$ cat src/rtl/qspi_host_interface_pkg.sv
// qspi_host_interface_pkg
//   Shared definitions for the QSPI host and the device-side interface:
//   the controller state enumeration, the default SCK divider and
//   turnaround length, and a helper that picks one instruction nibble.
//   No ports (package).
package qspi_host_interface_pkg;

   localparam int unsigned DEFAULT_CLK_DIV    = 2;
   localparam int unsigned DEFAULT_TURNAROUND = 2;

   typedef enum logic [2:0] {
      ST_IDLE,
      ST_CS_SETUP,
      ST_INSN,
      ST_TURNAROUND,
      ST_DATA,
      ST_CS_HOLD,
      ST_CS_IDLE
   } qspi_state_t;

   // Nibble idx of a 16-bit instruction, idx 0 = most significant.
   function automatic logic [3:0] insn_nibble(input logic [15:0] word, input logic [1:0] idx);
      logic [3:0] nib;
      case (idx)
         2'd0:    nib = word[15:12];
         2'd1:    nib = word[11:8];
         2'd2:    nib = word[7:4];
         default: nib = word[3:0];
      endcase
      return nib;
   endfunction

endpackage

$ cat src/rtl/qspi_sck_divider.sv
// qspi_sck_divider
//   Generates the SCK level from clk. While run=1 the clock toggles every
//   CLK_DIV clk cycles, starting low. rise/fall are one-cycle strobes that
//   are high in the clk cycle whose closing edge moves SCK up/down, so the
//   controller samples and shifts on exactly the edge SCK changes.
//   stall=1 freezes SCK at its current level and restarts the half-period.
// Ports:
//   clk, rst_n  clock, asynchronous active-low reset
//   run         enable toggling; 0 forces SCK low and clears the phase
//   stall       hold SCK (used only while SCK is low)
//   sck         bus clock level
//   rise, fall  edge strobes (see above)
module qspi_sck_divider
   import qspi_host_interface_pkg::*;
#(
   parameter int unsigned CLK_DIV = DEFAULT_CLK_DIV
) (
   input  logic clk,
   input  logic rst_n,
   input  logic run,
   input  logic stall,
   output logic sck,
   output logic rise,
   output logic fall
);

   localparam logic [7:0] TERM = 8'(CLK_DIV - 1);

   logic [7:0] cnt_reg;
   logic       sck_reg;
   logic       tick;

   assign tick = run && !stall && (cnt_reg == TERM);
   assign rise = tick && !sck_reg;
   assign fall = tick && sck_reg;
   assign sck  = sck_reg;

   always_ff @(posedge clk or negedge rst_n) begin
      if (!rst_n) begin
         cnt_reg <= 8'd0;
         sck_reg <= 1'b0;
      end else if (!run) begin
         cnt_reg <= 8'd0;
         sck_reg <= 1'b0;
      end else if (stall) begin
         cnt_reg <= 8'd0;
      end else if (tick) begin
         cnt_reg <= 8'd0;
         sck_reg <= ~sck_reg;
      end else begin
         cnt_reg <= cnt_reg + 8'd1;
      end
   end

endmodule

$ cat src/rtl/qspi_host_interface.sv
// qspi_host_interface
//   Quad-SPI host, SPI mode 0 on four data lines. A transaction is
//   CS setup, a 16-bit instruction (4 nibbles), an optional turnaround
//   with DQ released (reads), len data bytes (high nibble first), CS hold,
//   then a CS-high idle gap before done.
//   Write bytes go through a one-byte buffer so the next byte is normally
//   fetched well before it is needed; if the buffer is empty when a new
//   byte must be driven, SCK is held low until it arrives.
// Ports:
//   clk, rst_n                 clock, asynchronous active-low reset
//   start, insn, rd_mode, len  transaction request (captured on start)
//   wr_ready/wr_valid/wr_data  write byte handshake
//   rd_valid/rd_data           read byte strobe and value
//   busy, done                 status
//   qspi_sck, qspi_cs_n        bus clock and chip select
//   qspi_dq_out/_oe/_in        data lines (driven value, enable, sampled)
module qspi_host_interface
   import qspi_host_interface_pkg::*;
#(
   parameter int unsigned CLK_DIV           = DEFAULT_CLK_DIV,
   parameter int unsigned TURNAROUND_CYCLES = DEFAULT_TURNAROUND
) (
   input  logic        clk,
   input  logic        rst_n,
   input  logic        start,
   input  logic [15:0] insn,
   input  logic        rd_mode,
   input  logic [15:0] len,
   output logic        wr_ready,
   input  logic        wr_valid,
   input  logic [7:0]  wr_data,
   output logic        rd_valid,
   output logic [7:0]  rd_data,
   output logic        busy,
   output logic        done,
   output logic        qspi_sck,
   output logic        qspi_cs_n,
   output logic [3:0]  qspi_dq_out,
   output logic        qspi_dq_oe,
   input  logic [3:0]  qspi_dq_in
);

   localparam logic [7:0] TA_LAST   = (TURNAROUND_CYCLES == 0) ? 8'd0 : 8'(TURNAROUND_CYCLES - 1);
   localparam logic [8:0] HOLD_LAST = 9'(CLK_DIV - 1);
   localparam logic [8:0] GAP_LAST  = 9'(2 * CLK_DIV - 1);

   qspi_state_t state_reg, state_next, after_insn;

   logic [15:0] insn_reg, len_reg;
   logic        rd_mode_reg;
   logic [1:0]  nib_reg;          // instruction nibble currently on DQ
   logic [7:0]  ta_cnt_reg;       // turnaround SCK cycles completed
   logic        half_reg;         // 1 = next data nibble is the low one
   logic [15:0] byte_cnt_reg;     // data bytes fully clocked on the bus
   logic [15:0] fetch_cnt_reg;    // write bytes accepted from the user
   logic [7:0]  wbuf_reg;
   logic        wbuf_full_reg;
   logic [3:0]  low_reg;          // low nibble of the byte being sent
   logic        need_byte_reg;    // stalled waiting for a write byte
   logic [3:0]  rd_hi_reg;
   logic [7:0]  rd_data_reg;
   logic        rd_valid_reg;
   logic [8:0]  wait_reg;
   logic        done_reg;
   logic [3:0]  dq_reg;

   logic run, sck_rise, sck_fall, accept, need_new, wr_xfer;

   qspi_sck_divider #(.CLK_DIV(CLK_DIV)) u_div (
      .clk   (clk),
      .rst_n (rst_n),
      .run   (run),
      .stall (need_byte_reg),
      .sck   (qspi_sck),
      .rise  (sck_rise),
      .fall  (sck_fall)
   );

   always_ff @(posedge clk or negedge rst_n) begin
      if (!rst_n) state_reg <= ST_IDLE;
      else        state_reg <= state_next;
   end

   always_comb begin
      state_next = state_reg;
      run        = 1'b0;
      qspi_cs_n  = 1'b1;
      qspi_dq_oe = 1'b0;
      wr_ready   = 1'b0;
      need_new   = 1'b0;
      accept     = 1'b0;

      if (len_reg == 16'd0)                           after_insn = ST_CS_HOLD;
      else if (rd_mode_reg && TURNAROUND_CYCLES != 0) after_insn = ST_TURNAROUND;
      else                                            after_insn = ST_DATA;

      case (state_reg)
         ST_IDLE: begin
            // done_reg high means this is the done cycle; start is ignored
            if (start && !done_reg) begin
               accept     = 1'b1;
               state_next = ST_CS_SETUP;
            end
         end
         ST_CS_SETUP: begin
            run        = 1'b1;
            qspi_cs_n  = 1'b0;
            qspi_dq_oe = 1'b1;
            if (sck_rise) state_next = ST_INSN;
         end
         ST_INSN: begin
            run        = 1'b1;
            qspi_cs_n  = 1'b0;
            qspi_dq_oe = 1'b1;
            if (sck_fall && nib_reg == 2'd3) begin
               state_next = after_insn;
               need_new   = !rd_mode_reg && (len_reg != 16'd0);
            end
         end
         ST_TURNAROUND: begin
            run       = 1'b1;
            qspi_cs_n = 1'b0;
            if (sck_fall && ta_cnt_reg == TA_LAST) state_next = ST_DATA;
         end
         ST_DATA: begin
            run        = 1'b1;
            qspi_cs_n  = 1'b0;
            qspi_dq_oe = !rd_mode_reg;
            if (sck_fall && !half_reg) begin
               if (byte_cnt_reg == len_reg) state_next = ST_CS_HOLD;
               else                         need_new   = !rd_mode_reg;
            end
         end
         ST_CS_HOLD: begin
            qspi_cs_n  = 1'b0;
            qspi_dq_oe = !rd_mode_reg || (len_reg == 16'd0);
            if (wait_reg == HOLD_LAST) state_next = ST_CS_IDLE;
         end
         ST_CS_IDLE: begin
            if (wait_reg == GAP_LAST) state_next = ST_IDLE;
         end
         default: state_next = ST_IDLE;
      endcase

      if (state_reg == ST_CS_SETUP || state_reg == ST_INSN || state_reg == ST_DATA)
         wr_ready = !rd_mode_reg && !wbuf_full_reg && (fetch_cnt_reg != len_reg);
   end

   assign wr_xfer = wr_ready && wr_valid;

   always_ff @(posedge clk or negedge rst_n) begin
      if (!rst_n) begin
         insn_reg      <= 16'd0;
         len_reg       <= 16'd0;
         rd_mode_reg   <= 1'b0;
         nib_reg       <= 2'd0;
         ta_cnt_reg    <= 8'd0;
         half_reg      <= 1'b0;
         byte_cnt_reg  <= 16'd0;
         fetch_cnt_reg <= 16'd0;
         wbuf_reg      <= 8'd0;
         wbuf_full_reg <= 1'b0;
         low_reg       <= 4'd0;
         need_byte_reg <= 1'b0;
         rd_hi_reg     <= 4'd0;
         rd_data_reg   <= 8'd0;
         rd_valid_reg  <= 1'b0;
         wait_reg      <= 9'd0;
         done_reg      <= 1'b0;
         dq_reg        <= 4'd0;
      end else begin
         rd_valid_reg <= 1'b0;
         done_reg     <= (state_reg == ST_CS_IDLE) && (state_next == ST_IDLE);

         if (state_next != state_reg) wait_reg <= 9'd0;
         else if (state_reg == ST_CS_HOLD || state_reg == ST_CS_IDLE) wait_reg <= wait_reg + 9'd1;

         if (accept) begin
            insn_reg      <= insn;
            len_reg       <= len;
            rd_mode_reg   <= rd_mode;
            dq_reg        <= insn[15:12];
            nib_reg       <= 2'd0;
            ta_cnt_reg    <= 8'd0;
            half_reg      <= 1'b0;
            byte_cnt_reg  <= 16'd0;
            fetch_cnt_reg <= 16'd0;
            wbuf_full_reg <= 1'b0;
            need_byte_reg <= 1'b0;
         end

         if (wr_xfer) begin
            wbuf_reg      <= wr_data;
            wbuf_full_reg <= 1'b1;
            fetch_cnt_reg <= fetch_cnt_reg + 16'd1;
         end

         case (state_reg)
            ST_INSN: begin
               if (sck_fall && nib_reg != 2'd3) begin
                  nib_reg <= nib_reg + 2'd1;
                  dq_reg  <= insn_nibble(insn_reg, nib_reg + 2'd1);
               end
            end
            ST_TURNAROUND: begin
               if (sck_fall) ta_cnt_reg <= ta_cnt_reg + 8'd1;
            end
            ST_DATA: begin
               if (sck_rise) begin
                  half_reg <= ~half_reg;
                  if (half_reg) byte_cnt_reg <= byte_cnt_reg + 16'd1;
                  if (rd_mode_reg) begin
                     if (!half_reg) begin
                        rd_hi_reg <= qspi_dq_in;
                     end else begin
                        rd_data_reg  <= {rd_hi_reg, qspi_dq_in};
                        rd_valid_reg <= 1'b1;
                     end
                  end
               end
               if (sck_fall && half_reg && !rd_mode_reg) dq_reg <= low_reg;
            end
            default: ;
         endcase

         // A new write byte goes on DQ right away if buffered; otherwise
         // SCK stalls low until the buffer fills.
         if (need_new) begin
            if (wbuf_full_reg) begin
               dq_reg        <= wbuf_reg[7:4];
               low_reg       <= wbuf_reg[3:0];
               wbuf_full_reg <= 1'b0;
            end else begin
               need_byte_reg <= 1'b1;
            end
         end else if (need_byte_reg && wbuf_full_reg) begin
            dq_reg        <= wbuf_reg[7:4];
            low_reg       <= wbuf_reg[3:0];
            wbuf_full_reg <= 1'b0;
            need_byte_reg <= 1'b0;
         end
      end
   end

   assign busy        = (state_reg != ST_IDLE);
   assign done        = done_reg;
   assign rd_valid    = rd_valid_reg;
   assign rd_data     = rd_data_reg;
   assign qspi_dq_out = dq_reg;

endmodule

$ cat config.mk
export PLATFORM = sky130hd
export DESIGN_NAME = qspi_host_interface
export DESIGN_NICKNAME = d
export VERILOG_FILES = /design/src/rtl/qspi_host_interface_pkg.sv /design/src/rtl/qspi_sck_divider.sv /design/src/rtl/qspi_host_interface.sv
export SDC_FILE = /design/constraint.sdc
export NUM_CORES = 1
export LEC_CHECK = 0
export CORE_UTILIZATION = 60
export CTS_BUF_LIST = sky130_fd_sc_hd__clkbuf_4
export DETAILED_ROUTE_END_ITERATION = 8
export PLACE_DENSITY_LB_ADDON = 0.05
export REMOVE_ABC_BUFFERS = 1
export SLEW_MARGIN = 30
export SYNTH_ARGS = -nofsm -noshare
export SYNTH_HDL_FRONTEND = slang
export SYNTH_SLANG_ARGS = --single-unit
$ cat constraint.sdc
create_clock -name clk -period 2.8 [get_ports clk]
set_clock_uncertainty 0.05 [all_clocks]
set_input_delay 0.56 -clock clk [delete_from_list [all_inputs] [get_ports clk]]
set_output_delay 0.56 -clock clk [all_outputs]
set_load 0.1 [all_outputs]
## Word-level counts from Yosys, hierarchy flattened

Cells that the tools add are included.

- Reduce and logical (&&, ||, !) cells: 43
- Equality and inequality tests: 20
- Add/sub/neg operators: 6
- Mux-type cells: 68
- Bitwise operators: 2

Operator list:

| cell | count |
|---|---|
| $mux 16 | 6 |
| $mux 8 | 6 |
| $mux 4 | 9 |
| $add 16x1->16 const B | 2 |
| $mux 3 | 10 |
| $mux 1 | 27 |
| $pmux 3 s7 | 1 |
| $mux 9 | 2 |
| $logic_and 1x1->1 | 17 |
| $add 8x1->8 const B | 2 |
| $eq 16x16->1 | 1 |
| $eq 8x1->1 const B | 2 |
| $logic_not 16->1 | 1 |
| $ne 16x16->1 | 1 |
| $reduce_bool 16->1 | 1 |
| $pmux 4 s3 | 1 |
| $add 9x1->9 const B | 1 |
| $eq 3x3->1 const B | 3 |
| $eq 9x1->1 const B | 1 |
| $eq 9x2->1 const B | 1 |
| $ne 2x2->1 const B | 4 |
| $pmux 4 s2 | 1 |
| $reduce_and 4->1 | 2 |
| $eq 3x2->1 const B | 2 |
| 19 further kinds | 35 |

- Bits of input ports: 49
- Logic and storage cells: 160
- Output and inout bits: 19
- Register bits after elaboration: 129

## Logic depth before layout (Yosys ltp)

Gate-level depths: netlist (run 1).

- Word-level depth: 12
- Depth in mapped cells: 9
- Depth with buffers taken out: 7

## Cells and area by module

From an unflattened synthesis (run 1), not the netlist that was laid out.

- Cells, all modules: 675
- Area, all modules: 6535.0 sq um

By module, submodules not included:

| module | times used | area an instance (sq um) | sequential area each (sq um) | cells an instance |
|---|---|---|---|---|
| qspi_host_interface | 1 | 6042.0 | 2902.8 | 628 |
| qspi_sck_divider | 1 | 493.0 | 225.2 | 47 |

## Worst setup path after synthesis (run 1)

Ideal clock, no wire load.

- Path kind: register -> output
- Start point: register len_reg[8]
- End point: output qspi_dq_oe
- Arrival: 3.389 ns
- Buffers on the path: 0
- Cell stages (with the launch flop): 6
- Data required time: 2.190 ns
- Path slack: -1.199 ns
- Path through: dfrtp_1 > nor4_1 > and4_1 > nand2b_1 > a21oi_1 > o21ai_0

- Cells in the longest elaborated chain, start to end: 3

RTL lines:

| element | RTL line | RTL |
|---|---|---|
| start: declaration | qspi_host_interface.sv:49 | `logic [15:0] insn_reg, len_reg;` |
| start signal: assignment | qspi_host_interface.sv:180 | `len_reg <= len;` |
| $logic_not 16->1 | qspi_host_interface.sv:136 | `qspi_dq_oe = !rd_mode_reg \|\| (len_reg == 16'd0);` |
| $logic_or 1x1->1 | qspi_host_interface.sv:136 |  |
| $pmux 1 s3 | qspi_host_interface.sv:97 | `case (state_reg)` |
| end: declaration | qspi_host_interface.sv:39 | `output logic qspi_dq_oe,` |

No other way between the ends.

## Worst setup path after layout (run 1)

Ends and elaborated chain as after synthesis.

==> flow_summary.toml, run 1 <==
[outcome]
status = "finished with violations"
violations = "negative setup slack"

[sta]
slew_headroom = 0.579
fin_crit_sh = 1.04
maxSlewViolCount = 0
setup_slack_ns = -0.112
fin_crit_ns = 2.91
grt_setup_unrepaired = "yes"
final-hold-violation-count = 0
tns_ns = -0.167
setup_violations = 2
max_freq_mhz = 343
tightestPinTransition_ns = 0.625

[worst_setup_path]
cp_max_fo = 4
crit_buf_inv = 2
crit_arrival_ns = 2.30
crit_family = "simple AND/OR/NAND/NOR gates"
max_stage_delay_ns = 0.47
r2r_cells = 7
crit_path_top_delay_cell = "dfrtp_2"
crit_cells = 7
end_kind = "output port"
required_ns = 2.19
crit_chain = "nor4_4, and4_4, nand2b_4, a21oi_2, o21ai_2, buf_4, buf_12"
startpoint_type = "flop"
crit_type = "reg -> out"

[pwr]
seq_power_share = 0.378
p_switching_mw = 3.19
power.leakage_nw = 3.99
p_sw_frac = 0.426
p_int_mw = 4.29
power.density_nw_per_um2 = 886
p_clk_frac = 0.191
ir_worst_vdd_uv = 1350
combPwrFrac = 0.431

[global_routing]
overflow = 0
grt.total_usage = 0.290
grt_max_degree = 54
grt_pass1_vias = 5456
grt_pass1_wl_um = 26400
antenna_found_initial = 0

[clock_tree]
cts_buffers = 17
clk_pin_slew_ns = 0.12
cts_tree = "done"
cts_max_level = 4
clock_latency_ns = 0.57
cts.sinks = 129
cts_root_buf = "clkbuf_4"
clock_path_buffers = 2

[drt]
firstDrtPassIters = 6
first_iter_violations = 389
finalWirelength_um = 16400
via_per_inst = 5.98
wl_per_cell_um = 17.0
postRouteAntennaNets = 0
vias = 5762
drc = 0

[flow_run]
maxCapViolCount = 0

[floorplanning]
die_y_um = 110
die_area_um2 = 12100
ios = 68
core_area_um2 = 11400
die_w_um = 110
start_util = 0.614
core.rowCount = 39

[cells_and_area]
drive_above_1_share = 0.199
antenna_cells = 0
fin_nets = 870
multiInputGateArea_um2 = 3650
final_common_cell = "nand2_1"
areaGrowthSynthToFinish_pct = 21.0
mostFrequentLayoutCells = "nand2_1, dfrtp_1, buf_4, clkdlybuf4s50_1, xor2_1"
regArea_um2 = 3240
num-fill-cells = 841
final_cells = 963

[placed_design]
gp_congestion = 0.902
port-buffer-count = 67
hpwl_um = 11600
dp.cells = 920

[yosys]
synth_edf_count = 0
synth_area_um2 = 6990
async_reset_ff_frac = 1.00
ys.flop_type = "dfrtp_1"
ys_warn_count = 0
synth_seq_area_share = 0.462
synth_cells = 716
ys_ff_latch = 129
synth_cell_types = 69
syn_area_per_cell_um2 = 9.76

[hold_path]
hold_class = "in -> async"
-- cells by family after synthesis --
logic type,share of synthesized area
AO/OA/AOI/OAI,0.100
XOR/XNOR,0.0665
adder cells (fa/ha/maj),0.0233
buffers and inverters,0.0292
multiplexers,0.0767
flip-flops,0.462
AND/OR/NAND/NOR,0.242
-- final cells by class --
class	count	share of cell area
inverter	15	0.00666
clock buffer	17	0.0151
clock inverter	14	0.0226
tap	143	0.0212
timing repair buffer	106	0.119
sequential	129	0.383
multi-input combinational	539	0.432
-- timing repair --
item	4_1_cts	5_1_grt
hold buffers	1	0
setup buffers	8	3
setup endpoints to repair	2	9
endpoints found under the hold margin	35	0
pin swaps	7	5
resized for setup	24	5
-- cell usage after synthesis (18+ instances only) --
master / n / share of area
and3_1: 20 / 0.018
clkbuf_1: 21 / 0.011
dfrtp_1: 129 / 0.46
mux2_2: 28 / 0.045
mux2i_1: 19 / 0.027
nand2_1: 143 / 0.077
nand3_1: 35 / 0.025
nand4_1: 18 / 0.016
nor2_1: 29 / 0.016
nor4_1: 22 / 0.020
o21ai_0: 28 / 0.020
xor2_1: 39 / 0.049
-- power groups by stage --
stage                     Sequential (mW)  Clock, mW  Combinational (mW)
after CTS                            2.82       1.45                3.18
after global routing                 2.88       1.53                3.48
final                                2.83       1.43                3.23
after floorplan                      3.01          0                1.74
after detailed placement             2.80          0                3.02
after global placement               2.78          0                2.95
-- stage by stage --
stage	hold WS [ns]	power [mW]	worst slack, ns	utilization	cell area [µm²]
after floorplan	0.214	4.75	-1.21	-	6840
after CTS	0.423	7.45	-0.131	0.740	8420
after global routing	0.429	7.90	-0.236	0.743	8450
final	0.432	7.49	-0.112	0.743	8450
after global placement	0.411	5.74	0.166	0.698	7930
after detailed placement	0.418	5.82	0.0732	0.698	7930
-- final timing paths --
check                            startpoint          endpoint  slack [ns]
setup / recovery                 len_reg[8]        qspi_dq_oe       -0.11
hold / removal                        rst_n  fetch_cnt_reg[8]        0.43
setup reg to reg           u_div.cnt_reg[1]        low_reg[3]        0.11
hold reg to reg                 insn_reg[4]       insn_reg[4]        0.44
max in group asynchronous             rst_n     ta_cnt_reg[6]        1.61
min in group clk                insn_reg[4]       insn_reg[4]        0.44
-- metal layers --
layer | part of all wire | track usage
met3 | 0.060 | 0.0729
met2 | 0.47 | 0.452
met4 | 0.020 | 0.111
met1 | 0.45 | 0.390
met5 | 0 | 0
No activity file was read; power rests on OpenSTA's default activity.
==> run 2: changes to the inputs <==
--- a/config.mk
+++ b/config.mk
@@ -5,9 +5,10 @@
 export SDC_FILE = /design/constraint.sdc
 export NUM_CORES = 1
 export LEC_CHECK = 0
-export CORE_UTILIZATION = 60
+export CORE_UTILIZATION = 25
 export CTS_BUF_LIST = sky130_fd_sc_hd__clkbuf_4
 export DETAILED_ROUTE_END_ITERATION = 8
+export MAX_ROUTING_LAYER = met4
 export PLACE_DENSITY_LB_ADDON = 0.05
 export REMOVE_ABC_BUFFERS = 1
 export SLEW_MARGIN = 30
==> flow_summary.toml, run 2 (same netlist as run 1, synthesis figures left out) <==
[floorplanning]
core_area_um2 = 27200
die_w_um = 169
ios = 68
die_area_um2 = 28600
core.rowCount = 60
die_y_um = 169
start_util = 0.257

[cells_and_area]
areaGrowthSynthToFinish_pct = 25.1
multiInputGateArea_um2 = 3630
fin_nets = 875
final_common_cell = "nand2_1"
regArea_um2 = 3230
stdcell_area_um2 = 8740
mostFrequentLayoutCells = "nand2_1, dfrtp_1, buf_4, clkdlybuf4s50_1, xor2_1"
num-fill-cells = 2874
drive_above_1_share = 0.190

[worst_setup_path]
crit_chain = "nor4_4, and4_4, nand2b_1, a21oi_1, o21ai_2, buf_4, buf_12"
crit_buf_inv = 2
max_stage_delay_ns = 0.47
cp_max_fo = 4
end_kind = "output port"
startpoint_type = "flop"
required_ns = 2.19
crit_arrival_ns = 2.34
crit_family = "simple AND/OR/NAND/NOR gates"
crit_path_top_delay_cell = "dfrtp_1"
crit_type = "reg -> out"

[placed_design]
dpl_cell_area_um2 = 8320
preCtsSetupSlack_ns = 0.0140
hpwl_um = 14300
gp_congestion = 0.783
port-buffer-count = 67

[drt]
wl_per_cell_um = 16.4
firstDrtPassIters = 5
drc = 0
vias = 5576
postRouteAntennaNets = 0
first_iter_violations = 361
via_per_inst = 4.65
finalWirelength_um = 19700

[sta]
tightestPinTransition_ns = 0.668
setup_violations = 1
tns_ns = -0.149
fin_crit_ns = 2.95
fin_crit_sh = 1.05
max_freq_mhz = 339
final-hold-violation-count = 0
slew_headroom = 0.555
hold_slack_ns = 0.446
setup_slack_ns = -0.149
grt_setup_unrepaired = "yes"
maxSlewViolCount = 0

[pwr]
ir_worst_vdd_uv = 358
total_power_mw = 7.51
power.leakage_nw = 4.01
power.density_nw_per_um2 = 859

[clock_tree]
clock_latency_ns = 0.53
clock_path_buffers = 2
cts_buffers = 17
cts_root_buf = "clkbuf_4"
cts_max_level = 4
clk_pin_slew_ns = 0.12
cts.sinks = 129
cts_tree = "done"

[global_routing]
grt_max_degree = 47
overflow = 0
grt_pass1_wl_um = 32500
grt_pass1_vias = 5877
grt.total_usage = 0.151
antenna_found_initial = 1

[flow_run]
maxCapViolCount = 0

[hold_path]
hold_class = "reg -> reg"

[outcome]
status = "finished with violations"
violations = "negative setup slack"
run 2: cell types whose count changed in the layout (fill, tap and decap cells not counted), sizes merged:
cell      before  now
buf           58   63
bufinv         4    3
clkbuf        17   19
clkinv         6    8
clkinvlp       4    2
diode          0    1
run 2: worst min-delay path, cell delays in order, from the launching register on:
cell     delay, ns
dfrtp_1       0.37
nand2_1       0.05
nand2_1       0.05
run 2: timing repair:
action	4_1_cts	5_1_grt
hold endpoints to repair	32	0
cloned	0	0
setup buffers	5	0
gates resized for setup	19	1
pin swaps	4	1
setup endpoints to repair	2	2
hold buffers	1	0
run 2: final cells by class:
cell class / count / area share
Timing Repair Buffer: 111 / 0.121
Antenna cell: 1 / 0.000286
Clock buffer: 19 / 0.0163
Clock inverter: 13 / 0.0165
Sequential cell: 129 / 0.370
Tap cell: 372 / 0.0533
Multi-Input combinational cell: 539 / 0.416
Inverter: 15 / 0.00644
run 2: path summary, 6_finish.rpt:
check,depth (start not counted),to,slack (ns),startpoint
worst max register to register,7,wait_reg[7],0.16,u_div.cnt_reg[1]
max in group asynchronous,3,state_reg[2],1.52,rst_n
worst max-delay path,7,qspi_dq_oe,-0.15,len_reg[3]
worst min register to register,2,insn_reg[13],0.45,insn_reg[13]
worst min-delay path,2,insn_reg[13],0.45,insn_reg[13]
min in group asynchronous,2,fetch_cnt_reg[14],0.50,rst_n
run 2: power breakdown:
part           switching (mW)  leakage [nW]  internal (mW)  total [mW]
Sequential              0.517          1.70           2.30        2.82
Clock                   0.732         0.152          0.624        1.36
Combinational            2.03          2.16           1.30        3.33
Total                    3.28          4.01           4.23        7.51
run 2: per-stage QoR:
| stage | instances | util |
|---|---|---|
| 2_1_floorplan | 683 | - |
| 3_3_place_gp | 1160 | 0.306 |
| 3_5_place_dp | 1160 | 0.306 |
| 4_1_cts | 1198 | 0.321 |
| 5_1_grt | 1199 | 0.322 |
| 6_report | 1199 | 0.322 |
run 2: routing by layer:
| metal | vias to the layer above | part of all wire | wire length, µm | global-route usage |
|---|---|---|---|---|
| met5 | - | 0 | 0 | - |
| met1 | 2745 | 0.50 | 9780 | 0.201 |
| li1 | 2756 | - | - | - |
| met2 | 64 | 0.47 | 9200 | 0.238 |
| met4 | 0 | 0.0078 | 154 | 0.0368 |
| met3 | 11 | 0.029 | 581 | 0.0261 |
